==> src/rtl/fifo_thr.sv <==
// fifo_thr: synchronous show-ahead FIFO with occupancy thresholds and sticky error flags.
//
// Parameters:
//   WIDTH  - data word width in bits (>=1)
//   DEPTH  - entry capacity (>=2, any value, not limited to powers of two)
//   AF_THR - almost_full asserted when count >= AF_THR (1..DEPTH)
//   AE_THR - almost_empty asserted when count <= AE_THR (0..DEPTH-1)
//
// Ports:
//   clock        in   system clock, all state updates on the rising edge
//   reset        in   synchronous active-high reset (overrides flush/push/pop)
//   flush        in   synchronous discard of all entries (overrides push/pop)
//   push         in   write request
//   wdata        in   write data, captured when the push is accepted
//   pop          in   read request, consumes the head entry
//   rdata        out  head entry, meaningful only while not_empty
//   not_empty    out  count != 0
//   full         out  count == DEPTH
//   almost_full  out  count >= AF_THR
//   almost_empty out  count <= AE_THR
//   count        out  current occupancy
//   overflow     out  sticky, a push was rejected
//   underflow    out  sticky, a pop arrived while empty
module fifo_thr #(
  parameter int unsigned WIDTH  = 8,
  parameter int unsigned DEPTH  = 4,
  parameter int unsigned AF_THR = DEPTH - 1,
  parameter int unsigned AE_THR = 1,
  localparam int unsigned CNT_W = $clog2(DEPTH + 1)
) (
  input  logic             clock,
  input  logic             reset,
  input  logic             flush,
  input  logic             push,
  input  logic [WIDTH-1:0] wdata,
  input  logic             pop,
  output logic [WIDTH-1:0] rdata,
  output logic             not_empty,
  output logic             full,
  output logic             almost_full,
  output logic             almost_empty,
  output logic [CNT_W-1:0] count,
  output logic             overflow,
  output logic             underflow
);

  localparam int unsigned PTR_W = (DEPTH <= 2) ? 1 : $clog2(DEPTH);

  // Storage and pointer state
  logic [WIDTH-1:0] r_mem [DEPTH];
  logic [PTR_W-1:0] r_wr_ptr;
  logic [PTR_W-1:0] r_rd_ptr;

  // Registered status
  logic [CNT_W-1:0] r_count;
  logic             r_not_empty;
  logic             r_full;
  logic             r_almost_full;
  logic             r_almost_empty;
  logic             r_overflow;
  logic             r_underflow;

  // Handshake qualification and next-state values
  logic             w_pop_ok;
  logic             w_push_ok;
  logic [CNT_W-1:0] w_cnt_nxt;
  logic [PTR_W-1:0] w_wr_ptr_nxt;
  logic [PTR_W-1:0] w_rd_ptr_nxt;
  logic             w_overflow_nxt;
  logic             w_underflow_nxt;

  // Pointer increment that wraps at DEPTH-1 so non-power-of-two depths work.
  function automatic logic [PTR_W-1:0] f_ptr_inc(input logic [PTR_W-1:0] p);
    if (p == PTR_W'(DEPTH - 1)) begin
      return '0;
    end
    return p + PTR_W'(1);
  endfunction

  // A push into a full FIFO is still accepted when a pop frees the head slot.
  assign w_pop_ok  = pop && r_not_empty;
  assign w_push_ok = push && (!r_full || w_pop_ok);

  // Next occupancy, pointers and sticky flags; flush wins over push/pop.
  always_comb begin
    w_cnt_nxt       = r_count;
    w_wr_ptr_nxt    = r_wr_ptr;
    w_rd_ptr_nxt    = r_rd_ptr;
    w_overflow_nxt  = r_overflow;
    w_underflow_nxt = r_underflow;
    if (flush) begin
      w_cnt_nxt       = '0;
      w_wr_ptr_nxt    = '0;
      w_rd_ptr_nxt    = '0;
      w_overflow_nxt  = 1'b0;
      w_underflow_nxt = 1'b0;
    end else begin
      if (w_push_ok) begin
        w_wr_ptr_nxt = f_ptr_inc(r_wr_ptr);
      end
      if (w_pop_ok) begin
        w_rd_ptr_nxt = f_ptr_inc(r_rd_ptr);
      end
      case ({w_push_ok, w_pop_ok})
        2'b10:   w_cnt_nxt = r_count + CNT_W'(1);
        2'b01:   w_cnt_nxt = r_count - CNT_W'(1);
        default: w_cnt_nxt = r_count;
      endcase
      if (push && !w_push_ok) begin
        w_overflow_nxt = 1'b1;
      end
      if (pop && !r_not_empty) begin
        w_underflow_nxt = 1'b1;
      end
    end
  end

  // Control state; status flags are registered from the next count so they
  // never depend combinationally on push/pop.
  always_ff @(posedge clock) begin
    if (reset) begin
      r_wr_ptr       <= '0;
      r_rd_ptr       <= '0;
      r_count        <= '0;
      r_not_empty    <= 1'b0;
      r_full         <= 1'b0;
      r_almost_full  <= (AF_THR == 0);
      r_almost_empty <= 1'b1;
      r_overflow     <= 1'b0;
      r_underflow    <= 1'b0;
    end else begin
      r_wr_ptr       <= w_wr_ptr_nxt;
      r_rd_ptr       <= w_rd_ptr_nxt;
      r_count        <= w_cnt_nxt;
      r_not_empty    <= (w_cnt_nxt != '0);
      r_full         <= (w_cnt_nxt == CNT_W'(DEPTH));
      r_almost_full  <= (w_cnt_nxt >= CNT_W'(AF_THR));
      r_almost_empty <= (w_cnt_nxt <= CNT_W'(AE_THR));
      r_overflow     <= w_overflow_nxt;
      r_underflow    <= w_underflow_nxt;
    end
  end

  // Storage array is never cleared; reset and flush only move the pointers.
  always_ff @(posedge clock) begin
    if (!reset && !flush && w_push_ok) begin
      r_mem[r_wr_ptr] <= wdata;
    end
  end

  // Show-ahead head entry, read from registered storage and pointer only.
  assign rdata        = r_mem[r_rd_ptr];
  assign not_empty    = r_not_empty;
  assign full         = r_full;
  assign almost_full  = r_almost_full;
  assign almost_empty = r_almost_empty;
  assign count        = r_count;
  assign overflow     = r_overflow;
  assign underflow    = r_underflow;

endmodule

==> config.mk <==
export PLATFORM = sky130hd
export DESIGN_NAME = fifo_thr
export DESIGN_NICKNAME = d
export VERILOG_FILES = /design/src/rtl/fifo_thr.sv
export SDC_FILE = /design/constraint.sdc
export NUM_CORES = 1
export LEC_CHECK = 0
export BUFFER_PORTS_ARGS = -buffer_cell sky130_fd_sc_hd__buf_2
export CAP_MARGIN = 20
export CORE_AREA = 2 2 59 61
export CTS_CLUSTER_DIAMETER = 80
export DETAILED_ROUTE_END_ITERATION = 6
export DIE_AREA = 0 0 61 63
export PLACE_DENSITY_LB_ADDON = 0.08
export REMOVE_ABC_BUFFERS = 1
export SYNTH_ARGS = -nofsm -noshare
export SYNTH_HDL_FRONTEND = slang
export SYNTH_SLANG_ARGS = --single-unit
==> constraint.sdc <==
create_clock -name clock -period 4.69 [get_ports clock]
set_clock_uncertainty 0.05 [all_clocks]
set_input_delay 0.2345 -clock clock [delete_from_list [all_inputs] [get_ports clock]]
set_output_delay 0.2345 -clock clock [all_outputs]
set_load 0.01 [all_outputs]
==> results_dict.tcl <==
set metrics [dict create \
    vias_per_cell 5.31 \
    synth_common_cells "edfxtp_1 (32), dfxtp_1 (15), mux4_2 (8), nor2_1 (7)" \
    place.gp.congestion 0.721 \
    max-cap-violations 0 \
    synth_top_area_share_pct 52.2 \
    worst_pin_slew_ns 0.547 \
    fin_crit_sh_pct 52.3 \
    grt_pass1_wl_um 4310 \
    drcViolationCount 0 \
    tritoncts "done" \
    ios 30 \
    io_buffers 29 \
    hold_viol 0 \
    std_cell_rows 21 \
    synth_cell_types 29 \
    wire_per_inst_um 14.4 \
    worst_setup_path_end_kind "flop" \
    avgSynthCellArea_um2 16.2 \
    n_antenna_cell 0 \
    ir_worst_vdd_mv 0.180 \
    start_kind "flop" \
    async_flop_share_pct 0 \
    cts_root_buffer "clkbuf_4" \
    area_delta_synth_final_pct 14.1 \
    final_antenna_net_count 0 \
    start_util_pct 57.0 \
    ys_top_cells_by_area "edfxtp_1 (52%), dfxtp_1 (16%), mux4_2 (9.8%), ha_1 (4.1%), and3_1 (1.7%)" \
    drt_first_pass_iters 4 \
    post-cts-setup-buffers 0 \
    regToRegEndpoint "almost_empty" \
    worstPathArrival_ns 2.66 \
    antenna_found_initial 0 \
    seq_area_frac_synth_pct 68.5 \
    setup_ws_ns 2.24 \
    slew_viol_final 0 \
    critical_path_class "flop to flop" \
    grt_overflow 0 \
    reg2reg_depth 8 \
    r2r-start "not_empty" \
    cts_buffers 5 \
    dp_hpwl_um 1990 \
    dp_slack_ns 2.27 \
    min_period_ns 2.45 \
    die_h_um 63 \
    cts_num_sinks 47 \
    yosysWarnings 0 \
    synth-edff-count 32 \
    crit_end "almost_empty" \
    synth_ff_type "edfxtp_1" \
    fp.dieW_um 61 \
    setup_viol 0 \
    p_leak_nw 0.818 \
    syn_inst 114 \
    totalWireLength_um 2790 \
    yosysMostFrequentCell "edfxtp_1" \
    worstPathRequired_ns 4.90 \
    startpoint "not_empty" \
    grt_usage_pct 15.8 \
    power_density_nw_per_um2 344 \
    ys_ff_latch 47 \
    grt_pass1_vias 992 \
    nNetsFinal 167 \
    max_freq_mhz 407 \
    die_area_um2 3840 \
    maxSlewHeadroom_pct 63.5 \
    grt_max_degree 15 \
    drtIter0Drc 20 \
    utilization_pct 65.0 \
    reg2reg_slack_ns 2.24 \
    min_path_type "input pin to flop" \
    netlist_area_um2 1840 \
    outcome "finished, final reports clean" \
    htree_levels 2 \
    core_area_um2 3230 \
    crit_fanout 6 \
    layout-drive-gt1-share_pct 33.1 \
    cts-hold-fix-buffers 0 \
    yosysTopAreaCell "edfxtp_1" \
    clk_path_buf_depth 2 \
    via_count 1031 \
    cts_resized 0 \
    rsz0062_at_grt "no" \
    clk_pin_slew_ns 0.13 \
    finalSetupTns_ns 0 \
    clock_latency_ns 0.35 \
]
## power breakdown
| part | leakage [nW] | internal [mW] | switching, mW | total [mW] |
|---|---|---|---|---|
| registers | 0.411 | 0.448 | 0.00468 | 0.453 |
| clock network | 0.0426 | 0.110 | 0.120 | 0.230 |
| logic | 0.365 | 0.0187 | 0.0212 | 0.0399 |
| total | 0.818 | 0.577 | 0.146 | 0.722 |
## per-stage QoR
stage	hold WS (ns)	instance area (um2)	total power [mW]	instances
final	0.0358	2100	0.722	194
after global routing	0.0209	2100	0.751	194
after CTS	0.0220	2100	0.731	194
after detailed placement	0.405	2020	0.502	186
after global placement	0.395	2020	0.501	186
after floorplan	0.283	1820	0.484	111
## per-layer routing
| metal | vias up | global-route usage, % | wire [um] | part of all wire (%) |
|---|---|---|---|---|
| met4 | 0 | 8.97 | 69 | 2.5 |
| li1 | 494 | - | - | - |
| met1 | 504 | 18.3 | 1110 | 40 |
| met2 | 25 | 25.7 | 1470 | 53 |
| met5 | - | 0 | 0 | 0 |
| met3 | 8 | 4.14 | 138 | 4.9 |
## critical path: stages, from the launching register on
cell and delay [ns]:
dfxtp_1 0.44, a21boi_1 0.14, nor2_1 0.26, inv_1 0.08, ha_1 0.22, fa_1 0.39, xnor2_1 0.15, or4_4 0.45
and3_1 0.18
## flip-flops by register name, indices dropped and copies added (netlist names), named ones only
| signal | cells |
|---|---|
| not_empty | 1 |
| r_wr_ptr | 2 |
| count | 3 |
| r_mem | 32 |
| almost_full | 1 |
| underflow | 1 |
| full | 1 |
| almost_empty | 1 |
| overflow | 1 |
| r_rd_ptr | 2 |
## cell families (layout without fill, tap and decap cells)
kind of cell | count (synthesis) | in the layout | synth area share, %
flip-flops | 47 | 47 | 68.5
adder cells (fa/ha/maj) | 7 | 7 | 5.16
XOR/XNOR | 2 | 2 | 0.951
AND/OR/NAND/NOR | 25 | 25 | 7.34
buffers and inverters | 10 | 44 | 2.51
multiplexers | 10 | 10 | 10.9
AO/OA/AOI/OAI | 13 | 13 | 4.62
## worst min-delay path by stage
stage	startpoint	endpoint	slack (ns)	cells past startpoint
final	wdata[3]	r_mem[3][3]	0.04	1
after global routing	wdata[1]	r_mem[1][1]	0.02	1
after CTS	wdata[3]	r_mem[3][3]	0.02	1
after detailed placement	overflow	overflow	0.40	2
after global placement	wdata[3]	r_mem[1][3]	0.39	1
after floorplan	wdata[0]	r_mem[0][0]	0.28	0
## area by class of cell
class | count | area (um2)
Timing Repair Buffer | 29 | 145
Fill cell | 254 | 1130
Clock inverter | 3 | 38.8
Clock buffer | 5 | 37.5
Sequential cell | 47 | 1260
Tap cell | 46 | 57.6
Inverter | 7 | 26.3
Multi-Input combinational cell | 57 | 534
## placed cells by master (no fill, tap or decap), types with 2 or more instances in the layout
master / n
nand3_1: 3
o21ai_0: 2
edfxtp_1: 32
mux4_2: 8
xnor2_1: 2
clkbuf_4: 5
o211ai_1: 2
nand2_1: 4
buf_2: 29
and3_1: 5
inv_1: 6
nor2_1: 7
dfxtp_1: 15
a21boi_1: 2
ha_1: 6
a21oi_1: 5
Power figures use the tool's default switching activity.
